### config.mk
export PLATFORM = sky130hd
export DESIGN_NAME = pixel_sink_flat
export DESIGN_NICKNAME = d
export VERILOG_FILES = /design/src/rtl/pixel_sink_if.sv /design/src/rtl/pixel_sink.sv /design/src/flat_wrapper.sv
export SDC_FILE = /design/constraint.sdc
export NUM_CORES = 1
export LEC_CHECK = 0
export ABC_AREA = 1
export CORE_AREA = 4 4 119 206
export DETAILED_ROUTE_END_ITERATION = 12
export DIE_AREA = 0 0 123 210
export PLACE_DENSITY = 0.65
export RECOVER_POWER = 100
export SLEW_MARGIN = 10
export SYNTH_ARGS = -nofsm -noshare
export SYNTH_HDL_FRONTEND = slang
export SYNTH_SLANG_ARGS = --single-unit
### constraint.sdc
create_clock -name clk -period 6.1 [get_ports clk]
set_input_delay 1.22 -clock clk [delete_from_list [all_inputs] [get_ports clk]]
set_output_delay 1.22 -clock clk [all_outputs]
set_load 0.005 [all_outputs]
### src/rtl/pixel_sink_if.sv
// pixel_sink_if: framebuffer write port (master drives addr/data/we, slave returns ready)
//   mem_addr  ADDR_W  write address
//   mem_data  3       write colour
//   mem_we    1       write valid, held until accepted
//   mem_ready 1       write accepted on mem_we & mem_ready
interface pixel_sink_if #(parameter int ADDR_W = 15) ();
  logic [ADDR_W-1:0] mem_addr;
  logic [2:0]        mem_data;
  logic              mem_we;
  logic              mem_ready;
  modport master (output mem_addr, mem_data, mem_we, input mem_ready);
  modport slave  (input mem_addr, mem_data, mem_we, output mem_ready);
endinterface

### src/rtl/pixel_sink.sv
// pixel_sink: bounds-checks plotted pixels, buffers them in a FIFO and writes them to the framebuffer; also full-screen clear
//   clk, reset (async, active-high)
//   x_in/y_in/colour_in/plot_in  pixel stream, one pixel per plot_in cycle
//   clear_req/clear_colour       request a full-screen clear in the given colour
//   mem                          framebuffer write port (pixel_sink_if master)
//   busy      FIFO non-empty, write in flight, or clear pending/active
//   overflow  sticky, a pixel was dropped on a full FIFO
//   offscreen one-cycle pulse after an out-of-range pixel
module pixel_sink #(
  parameter int H_RES      = 160,
  parameter int V_RES      = 120,
  parameter int ADDR_W     = 15,
  parameter int FIFO_DEPTH = 8
) (
  input  logic               clk,
  input  logic               reset,
  input  logic [11:0]        x_in,
  input  logic [10:0]        y_in,
  input  logic [2:0]         colour_in,
  input  logic               plot_in,
  input  logic               clear_req,
  input  logic [2:0]         clear_colour,
  pixel_sink_if.master       mem,
  output logic               busy,
  output logic               overflow,
  output logic               offscreen
);
  localparam int PW = $clog2(FIFO_DEPTH);
  localparam logic [ADDR_W-1:0] LAST = ADDR_W'(H_RES * V_RES - 1);
  localparam logic [PW:0] FULL = (PW + 1)'(FIFO_DEPTH);
  typedef enum logic [1:0] {IDLE, WRITE, CLEAR} state_t;
  state_t            state;
  logic [ADDR_W+2:0] fifo [FIFO_DEPTH];
  logic [PW-1:0]     wr_ptr, rd_ptr;
  logic [PW:0]       count;
  logic              clear_pend;
  logic [2:0]        clear_col;
  logic [2:0]        cur_col;
  logic              in_range, nonempty, accept, pop, push;
  logic [ADDR_W-1:0] addr;
  always_comb begin
    in_range = (x_in < 12'(H_RES)) && (y_in < 11'(V_RES));
    addr     = ADDR_W'(y_in) * ADDR_W'(H_RES) + ADDR_W'(x_in);
    nonempty = count != '0;
    accept   = mem.mem_we & mem.mem_ready;
    pop      = nonempty & ((state == IDLE) | ((state == WRITE) & accept));
    push     = plot_in & in_range & ((count != FULL) | pop);
    cur_col  = clear_req ? clear_colour : clear_col;
  end
  assign busy = (state != IDLE) | nonempty | clear_pend;
  always_ff @(posedge clk)
    if (push) fifo[wr_ptr] <= {addr, colour_in};
  always_ff @(posedge clk or posedge reset)
    if (reset) begin
      wr_ptr    <= '0;
      rd_ptr    <= '0;
      count     <= '0;
      overflow  <= 1'b0;
      offscreen <= 1'b0;
    end else begin
      if (push) wr_ptr <= wr_ptr + 1'b1;
      if (pop) rd_ptr <= rd_ptr + 1'b1;
      count     <= count + (PW + 1)'(push) - (PW + 1)'(pop);
      overflow  <= overflow | (plot_in & in_range & ~push);
      offscreen <= plot_in & ~in_range;
    end
  always_ff @(posedge clk or posedge reset)
    if (reset) begin
      state        <= IDLE;
      mem.mem_addr <= '0;
      mem.mem_data <= '0;
      mem.mem_we   <= 1'b0;
      clear_pend   <= 1'b0;
      clear_col    <= '0;
    end else begin
      if (clear_req) begin
        clear_col  <= clear_colour;
        clear_pend <= 1'b1;
      end
      case (state)
        IDLE:
          if (nonempty) begin
            {mem.mem_addr, mem.mem_data} <= fifo[rd_ptr];
            mem.mem_we <= 1'b1;
            state      <= WRITE;
          end else if (clear_pend) begin
            mem.mem_addr <= '0;
            mem.mem_data <= cur_col;
            mem.mem_we   <= 1'b1;
            state        <= CLEAR;
          end
        WRITE:
          if (accept) begin
            if (nonempty) {mem.mem_addr, mem.mem_data} <= fifo[rd_ptr];
            else begin
              mem.mem_we <= 1'b0;
              state      <= IDLE;
            end
          end
        CLEAR:
          if (accept) begin
            if (mem.mem_addr == LAST) begin
              mem.mem_we <= 1'b0;
              clear_pend <= 1'b0;
              state      <= IDLE;
            end else begin
              mem.mem_addr <= mem.mem_addr + 1'b1;
              mem.mem_data <= cur_col;
            end
          end
        default: state <= IDLE;
      endcase
    end
endmodule

### src/flat_wrapper.sv
// flat-port wrapper written by rule: the top's interface ports become plain ports
module pixel_sink_flat 
#(
  parameter int H_RES      = 160,
  parameter int V_RES      = 120,
  parameter int ADDR_W     = 15,
  parameter int FIFO_DEPTH = 8
)
  (clk, reset, x_in, y_in, colour_in, plot_in, clear_req, clear_colour, busy, overflow, offscreen, mem_mem_addr, mem_mem_data, mem_mem_we, mem_mem_ready);
  pixel_sink_if #(.ADDR_W(ADDR_W)) mem_i ();
  input  logic clk;
  input  logic reset;
  input  logic [11:0] x_in;
  input  logic [10:0] y_in;
  input  logic [2:0] colour_in;
  input  logic plot_in;
  input  logic clear_req;
  input  logic [2:0] clear_colour;
  output logic busy;
  output logic overflow;
  output logic offscreen;
  output wire logic [$bits(mem_i.mem_addr)-1:0] mem_mem_addr;
  output wire logic [$bits(mem_i.mem_data)-1:0] mem_mem_data;
  output wire logic [$bits(mem_i.mem_we)-1:0] mem_mem_we;
  input wire logic [$bits(mem_i.mem_ready)-1:0] mem_mem_ready;
  assign mem_mem_addr = mem_i.mem_addr;
  assign mem_mem_data = mem_i.mem_data;
  assign mem_mem_we = mem_i.mem_we;
  assign mem_i.mem_ready = mem_mem_ready;
  pixel_sink #(.H_RES(H_RES), .V_RES(V_RES), .ADDR_W(ADDR_W), .FIFO_DEPTH(FIFO_DEPTH)) u_core (.clk(clk), .reset(reset), .x_in(x_in), .y_in(y_in), .colour_in(colour_in), .plot_in(plot_in), .clear_req(clear_req), .clear_colour(clear_colour), .mem(mem_i), .busy(busy), .overflow(overflow), .offscreen(offscreen));
endmodule
; Yosys cells after proc, flatten, opt, wreduce, memory -nomap -nowiden
; Memories as Yosys holds them, arrays and structs flattened.
; Index checks and enable logic that the tools add are counted.
[word_totals]
inputBits = 34
regBits = 37
word_cells = 89
latch_bits = 0
ram_bits = 144
out_inout_bits = 22
mem_bits_ro = 0
memories = 1
[mem_list]
columns = name, depth, word_bits, read_ports, rd_ports_with_merged_regs, write_ports, line
row1 = u_core.fifo, 8, 18, 1, 0, 1, pixel_sink.sv:33  ; logic [ADDR_W+2:0] fifo [FIFO_DEPTH];
[classes]
magnitude_cmp = 2
n_mux = 35
n_addsub = 6
div_mod_pow = 0
n_reduce_logical = 8
mul = 1
shifts = 0
n_eq_ne = 11
n_bitwise = 14
[ops]
columns = operator, count
row1 = $mux W15, 6
row2 = $pmux W15 S3, 1
row3 = $mux W3, 7
row4 = $add A15 B1 Y15 const B, 1
row5 = $add A15 B12 Y15, 1
row6 = $eq A15 B15 Y1 const B, 1
row7 = $lt A12 B8 Y1 const B, 1
row8 = $mux W1, 12
row9 = $mux W2, 6
row10 = $reduce_and A6 Y1, 2
row11 = $lt A11 B7 Y1 const B, 1
row12 = $mul A11 B3 Y10 const B, 1
row13 = $pmux W3 S3, 1
row14 = $ne A2 B1 Y1 const B, 4
row15 = $and A1 B1 Y1, 7
row16 = $add A3 B1 Y3 const B, 2
row17 = $pmux W2 S3, 1
row18 = $or A1 B1 Y1, 5
row19 = $reduce_and A5 Y1, 1
row20 = $add A4 B1 Y4, 1
row21 = $ne A2 B2 Y1 const B, 2
row22 = $ne A4 B4 Y1 const B, 1
row23 = $reduce_bool A4 Y1, 1
row24 = $sub A4 B1 Y4, 1
row25 = 9 further kinds, 10

; Depth between registers and ports, before layout
; Gate-level depths: netlist of run 1.
[logic_depth]
word_depth = 9
ltp_mapped = 14
depth_no_buf = 14

; Worst setup path before layout of run 1
; OpenSTA, ideal clock, no wires.
[synth_path]
kind = input to register
startpoint = in y_in[1]
endpoint = mem u_core.fifo[0][16] in the netlist's numbering, data pin
t_required_ns = 5.817
slack_ns = 2.521
path_stages = 14
setup_time_ns = 0.283
n_path_buf = 0
t_arrival_ns = 3.296
cell_sequence = ha_1 ha_1 inv_1 fa_1 xnor2_1 ha_1 nand2_1 or3_1 nand2_1 nand2_1 nand2_1 nand2_1 nand2_1 nand2_1
[synth_via]
elab_chain_len = 2
[synth_rtl]
columns = element, line
row1 = start: declaration, flat_wrapper.sv:14  ; input logic [10:0] y_in;
row2 = $mul A11 B3 Y10, pixel_sink.sv:43  ; addr = ADDR_W'(y_in) * ADDR_W'(H_RES) + ADDR_W'(x_in);
row3 = $add A15 B12 Y15, pixel_sink.sv:43
row4 = net u_core.addr[13], pixel_sink.sv:40  ; logic [ADDR_W-1:0] addr;
row5 = end: declaration, pixel_sink.sv:33
; The timed path passes the listed nets, and every way through them passes these cells.

; Final worst setup path of run 1
[layout_path]
startpoint = in x_in[5]
endpoint = mem u_core.fifo[7][3] in the netlist's numbering, enable pin
[layout_via]
elab_chain_len = 6
[layout_rtl]
columns = element, line
row1 = start: declaration, flat_wrapper.sv:13  ; input logic [11:0] x_in;
row2 = $lt A12 B8 Y1, pixel_sink.sv:42  ; in_range = (x_in < 12'(H_RES)) && (y_in < 11'(V_RES));
row3 = $logic_and A1 B1 Y1, pixel_sink.sv:42
row4 = $and A1 B1 Y1 (2 in a row), pixel_sink.sv:47  ; push = plot_in & in_range & ((count != FULL) | pop);
row5 = net u_core.push, pixel_sink.sv:39  ; logic in_range, nonempty, accept, pop, push;
row6 = $mux W1, pixel_sink.sv:52  ; if (push) fifo[wr_ptr] <= {addr, colour_in};
row7 = $mux W1 (implied by the code), pixel_sink.sv:52
; The timed path passes the listed nets, and every way through them passes these cells.

==> impl_metrics.json, run 1 <==
{
  "status": "complete, but fails checks",
  "failed_checks": "max-capacitance violations, max-slew violations",
  "firstDrtPassIters": 5,
  "die_w_um": 123,
  "max_freq_mhz": 231,
  "antennaDiodeCount": 0,
  "fin_area_um2": 10300,
  "grt_max_degree": 74,
  "finClkSkew_ns": 0.0104,
  "area_growth_pct": 14.8,
  "worst-path-max-fanout": 18,
  "die_y_um": 210,
  "slew_headroom": -0.368,
  "yosys_warnings": 0,
  "syn_avg_cell_area_um2": 9.57,
  "clk_pin_slew_worst_paths_ns": 0.06,
  "min_path_cells": 1,
  "synth_cell_types": 40,
  "min_period_ns": 4.33,
  "peakVddDrop_mv": 0.197,
  "reg2reg_depth": 10,
  "period_share": 0.710,
  "min-delay-start": "u_core.overflow",
  "post_cts_resized": 0,
  "track_usage": 0.168,
  "power_leakage_nw": 4.17,
  "place_congestion": 0.860,
  "grt_overflow": 0,
  "ys_ff_latch": 181,
  "r2r_end": "u_core.fifo[7][3]",
  "drive_gt1_frac": 0.0568,
  "ant_nets": 0,
  "vias": 6515,
  "r2r_start": "u_core.state[1]",
  "grt_pass1_wl_mm": 33.5,
  "cts_sinks": 181,
  "start_util": 0.394,
  "syn-num-nets": 1007,
  "hold_end": "u_core.overflow",
  "cts_buffer_depth": 2,
  "required_ns": 6.11,
  "powerDensity_nw_per_um2": 255,
  "crit_path_end_kind": "flop",
  "die_area_um2": 25800,
  "route.detailed.wl_per_inst_um": 16.0,
  "ff2ff_setup_slack_ns": 2.32,
  "seq_area_frac_synth": 0.586,
  "synthAdderAreaFrac": 0.0528,
  "holdCritPathClass": "flop to flop",
  "worstSkewPairLatency_ns": 0.42,
  "hpwl_mm": 14.2,
  "synth_edf_count": 144,
  "coreArea_um2": 22700,
  "cts_tree": "done",
  "yosys.area_share.simple": 0.216,
  "antenna_found_initial": 0,
  "synthMuxAreaShare": 0,
  "ios": 56,
  "port_buffers": 55,
  "routed_via_density": 5.00,
  "synth_top_family_by_area": "simple AND/OR/NAND/NOR gates",
  "drc": 0,
  "rsz0062_at_grt": "no",
  "setup_tns_ns": 0,
  "wl_mm": 20.8,
  "async_reset_ff_frac": 0.204,
  "cp-start-kind": "input pin",
  "final_max_slew_viol_count": 76,
  "placed_area_um2": 9830,
  "drv_cap": 3,
  "cp.arrival_ns": 4.34,
  "root_buffer": "clkbuf_16",
  "setup_viol": 0,
  "postCtsSetupRepairBufs": 0,
  "synth-compound-area-share": 0.0705,
  "fin_nets": 1061,
  "cts_max_level": 4,
  "drt_iter0_markers": 624,
  "synth_ff_type": "edfxtp_1",
  "syn_area_um2": 8960,
  "syn_inst": 937,
  "crit_type": "input pin to flop",
  "worst_pin_slew_ns": 2.05,
  "grt_pass1_vias": 6441,
  "final-hold-violation-count": 0,
  "numCtsBuffers": 17,
  "ctsHoldBuffers": 0,
  "synth-xor-area-share": 0.0147,
  "num_rows": 73
}
[cell usage after synthesis (6+ instances only)]
cell | n | area share
dfrtp_1 | 37 | 0.10
nand2_2 | 6 | 0.0042
nand4_1 | 7 | 0.0049
a21oi_1 | 23 | 0.013
inv_1 | 92 | 0.039
o211ai_1 | 9 | 0.0075
xor2_1 | 12 | 0.012
nand3_1 | 92 | 0.051
clkbuf_1 | 9 | 0.0038
edfxtp_1 | 144 | 0.48
o21ai_0 | 68 | 0.038
buf_2 | 16 | 0.0089
nand2_1 | 180 | 0.075
ha_1 | 33 | 0.046
nor2_1 | 160 | 0.067
[worst max-delay path by stage]
stage	to	slack, ns	startpoint	cells past startpoint
floorplan	u_core.fifo[0][16]	2.52	y_in[1]	14
global placement	u_core.fifo[0][16]	1.82	y_in[3]	15
detailed placement	u_core.fifo[3][14]	1.76	y_in[1]	11
CTS	u_core.fifo[5][14]	2.17	y_in[1]	11
global route	u_core.fifo[7][0]	1.46	x_in[5]	8
finish	u_core.fifo[7][3]	1.77	x_in[5]	8
[per-layer routing]
metal / GRT usage / part of all wire / up-vias
li1: - / - / 3240
met3: 0.0223 / 0.035 / 35
met1: 0.188 / 0.39 / 3079
met4: 0.0711 / 0.025 / 0
met2: 0.313 / 0.55 / 161
met5: 0 / 0 / -
[flip-flops by register name (all words and copies together), names as in the netlist]
name,flops
u_core.overflow,1
u_core.count,4
u_core.rd_ptr,3
u_core.mem.mem_we,1
u_core.state,2
u_core.offscreen,1
u_core.mem.mem_data,3
u_core.mem.mem_addr,15
u_core.clear_pend,1
u_core.fifo,144
u_core.wr_ptr,3
u_core.clear_col,3
[placed cells by master (no fill, tap or decap), types with 3 or more instances in the layout]
cell / synthesis / routed
inv_1: 92 / 93
dlygate4sd3_1: 0 / 35
ha_1: 33 / 33
fa_1: 3 / 3
clkbuf_1: 9 / 8
a31oi_1: 4 / 4
xnor2_1: 3 / 3
nand2_1: 180 / 181
edfxtp_1: 144 / 144
buf_4: 2 / 4
nand2_2: 6 / 6
o21ai_0: 68 / 70
clkbuf_16: 0 / 17
a21oi_1: 23 / 23
nand4_1: 7 / 7
inv_2: 4 / 3
clkinv_2: 0 / 5
nand3_2: 4 / 4
nor2_1: 160 / 157
nand3_1: 92 / 92
clkdlybuf4s50_1: 0 / 20
dfrtp_1: 37 / 36
nor2_2: 4 / 7
o211ai_1: 9 / 9
xor2_1: 12 / 12
[critical path, stage by stage]
cell           delay (ns)
dlygate4sd3_1        0.55
o21ai_0              0.16
nand3_1              0.08
nor2_1               0.33
nand3_1              0.18
inv_1                0.20
nand2_1              0.17
nor2_1               1.43
[final cells by class]
class	count	area (um2)
clock inverter	13	83.8
multi-input combinational	627	3170
timing repair buffer	66	607
clock buffer	18	429
inverter	98	369
tap	300	375
fill	2163	12500
sequential	181	5250
[stage by stage]
step | hold WS [ns] | instances | util | worst slack [ns] | power [mW]
2_1_floorplan | 0.468 | 937 | - | 2.52 | 1.60
3_3_place_gp | 0.473 | 1272 | 0.432 | 1.82 | 1.68
3_5_place_dp | 0.475 | 1272 | 0.432 | 1.76 | 1.69
4_1_cts | 0.492 | 1303 | 0.455 | 2.17 | 2.65
5_1_grt | 0.500 | 1303 | 0.452 | 1.46 | 2.73
6_report | 0.475 | 1303 | 0.452 | 1.77 | 2.63
[kinds of logic (layout without fill, tap and decap cells)]
logic type      count (synthesis)  after routing
compound gates                116            116
xor+xnor                       15             15
fa+ha+maj                      36             36
buf+inv                       129            195
flops                         181            181
simple gates                  460            460
[report_power, final]
group | switching, mW | internal [mW]
Combinational | 0.165 | 0.0877
Clock | 0.449 | 0.515
Sequential | 0.00489 | 1.40
Total | 0.619 | 2.01
No activity file was read; power rests on OpenSTA's default activity.
==> run 2: changes to the inputs <==
clock period = 4.2 ns   (was 6.1 ns; I/O delays follow)
==> impl_metrics.json, run 2 (synthesis gave the netlist of run 1 again) <==
{
  "status": "complete, but fails checks",
  "failed_checks": "max-capacitance violations, max-slew violations",
  "die_w_um": 123,
  "fin_nets": 1064,
  "ctsHoldBuffers": 0,
  "largestRegisters": "u_core.fifo x144, u_core.mem.mem_addr x15, u_core.count x4",
  "worstSkewPairLatency_ns": 0.43,
  "grt_overflow": 0,
  "power_leakage_nw": 4.25,
  "worst-path-max-fanout": 18,
  "finalPower_mw": 4.07,
  "antennaDiodeCount": 0,
  "finClkSkew_ns": 0.00994,
  "max_freq_mhz": 261,
  "grt_pass1_vias": 6465,
  "crit_type": "input pin to flop",
  "p_sw_mw": 0.861,
  "num_rows": 73,
  "layout_commonest_cell": "nand2_1",
  "cts_buffer_depth": 2,
  "post_cts_resized": 0,
  "drc": 0,
  "sw_frac_of_total": 0.211,
  "final_max_slew_viol_count": 112,
  "die_area_um2": 25800,
  "worst_pin_slew_ns": 2.15,
  "peakVddDrop_mv": 0.303,
  "power.internal_mw": 3.21,
  "cts_tree": "done",
  "routed_via_density": 5.02,
  "setup_tns_ns": 0,
  "powerDensity_nw_per_um2": 391,
  "drt_iter0_markers": 482,
  "slew_headroom": -0.437,
  "final_cells": 1304,
  "p_seq_frac": 0.503,
  "cp-start-kind": "input pin",
  "hpwl_mm": 13.9,
  "wl_mm": 20.6,
  "coreArea_um2": 22700,
  "grt_pass1_wl_mm": 32.5,
  "min_period_ns": 3.82,
  "mostFrequentLayoutCells": "180 x nand2_1, 154 x nor2_1, 144 x edfxtp_1",
  "placed_area_um2": 9850,
  "track_usage": 0.164,
  "ant_nets": 0,
  "place_congestion": 0.877,
  "area_growth_pct": 16.1,
  "antenna_found_initial": 0,
  "numPlacedInstances": 1275,
  "largest_reg_flops": 144,
  "holdCritPathClass": "flop to flop",
  "crit_path_end_kind": "flop",
  "regMostFlops": "u_core.fifo",
  "die_y_um": 210,
  "firstDrtPassIters": 5,
  "port_buffers": 55,
  "cp.arrival_ns": 3.85,
  "root_buffer": "clkbuf_16",
  "drv_cap": 2,
  "grt_max_degree": 74,
  "vias": 6546,
  "period_share": 0.911,
  "fill_cells": 2130,
  "clock_power_share": 0.408,
  "required_ns": 4.23,
  "drive_gt1_frac": 0.0588,
  "clk_pin_slew_worst_paths_ns": 0.06,
  "fin_area_um2": 10400,
  "cts_max_level": 4,
  "route.detailed.wl_per_inst_um": 15.8,
  "rsz0062_at_grt": "no",
  "postCtsSetupRepairBufs": 0,
  "combPwrFrac": 0.089,
  "final-hold-violation-count": 0,
  "ios": 56,
  "start_util": 0.394,
  "numCtsBuffers": 17,
  "cts_sinks": 181,
  "setup_viol": 0
}
==> run 2: per-stage QoR <==
stage	hold slack [ns]	setup slack, ns	util
final	0.483	0.375	0.458
after global routing	0.508	0.252	0.458
after CTS	0.493	0.624	0.460
after detailed placement	0.475	0.184	0.433
after global placement	0.473	0.238	0.433
after floorplan	0.468	1.00	-
==> run 2: routing by layer <==
layer | track usage | wire, um | vias up
met5 | 0 | 0 | -
met4 | 0.0727 | 573 | 0
met3 | 0.0258 | 826 | 39
met2 | 0.308 | 11300 | 169
met1 | 0.177 | 7840 | 3094
li1 | - | - | 3244
==> run 2: power groups by stage <==
stage,Clock [mW],Sequential [mW],Combinational [mW]
floorplan,0,2.08,0.244
global placement,0,2.08,0.357
CTS,1.68,2.05,0.372
finish,1.66,2.05,0.362
detailed placement,0,2.08,0.368
global route,1.75,2.05,0.410
==> run 2: critical path, cell delays in order <==
cell           delay, ns
dlygate4sd3_1       0.55
o21ai_0             0.20
nand3_1             0.09
nor2_1              0.39
nand3_1             0.19
or2_0               0.38
nor2_2              0.12
clkbuf_1            1.06
==> run 2: layout make-up <==
cell class	count	area (um2)	share of cell area
Clock buffer	19	433	0.0416
Sequential cell	181	5250	0.504
Inverter	98	370	0.0356
Clock inverter	10	181	0.0174
Tap cell	300	375	0.0361
Multi-Input combinational cell	627	3180	0.305
Timing Repair Buffer	69	624	0.0600
==> run 2: path summary, 6_finish.rpt <==
check	startpoint	end	slack [ns]	cells past startpoint
min in group asynchronous	reset	u_core.wr_ptr[1]	1.62	3
setup reg to reg	u_core.state[1]	u_core.fifo[2][6]	0.66	10
setup / recovery	x_in[5]	u_core.fifo[2][6]	0.38	8
hold reg to reg	u_core.mem.mem_data[1]	u_core.mem.mem_data[1]	0.48	2
hold / removal	u_core.mem.mem_data[1]	u_core.mem.mem_data[1]	0.48	2
max in group asynchronous	reset	u_core.rd_ptr[0]	1.21	3
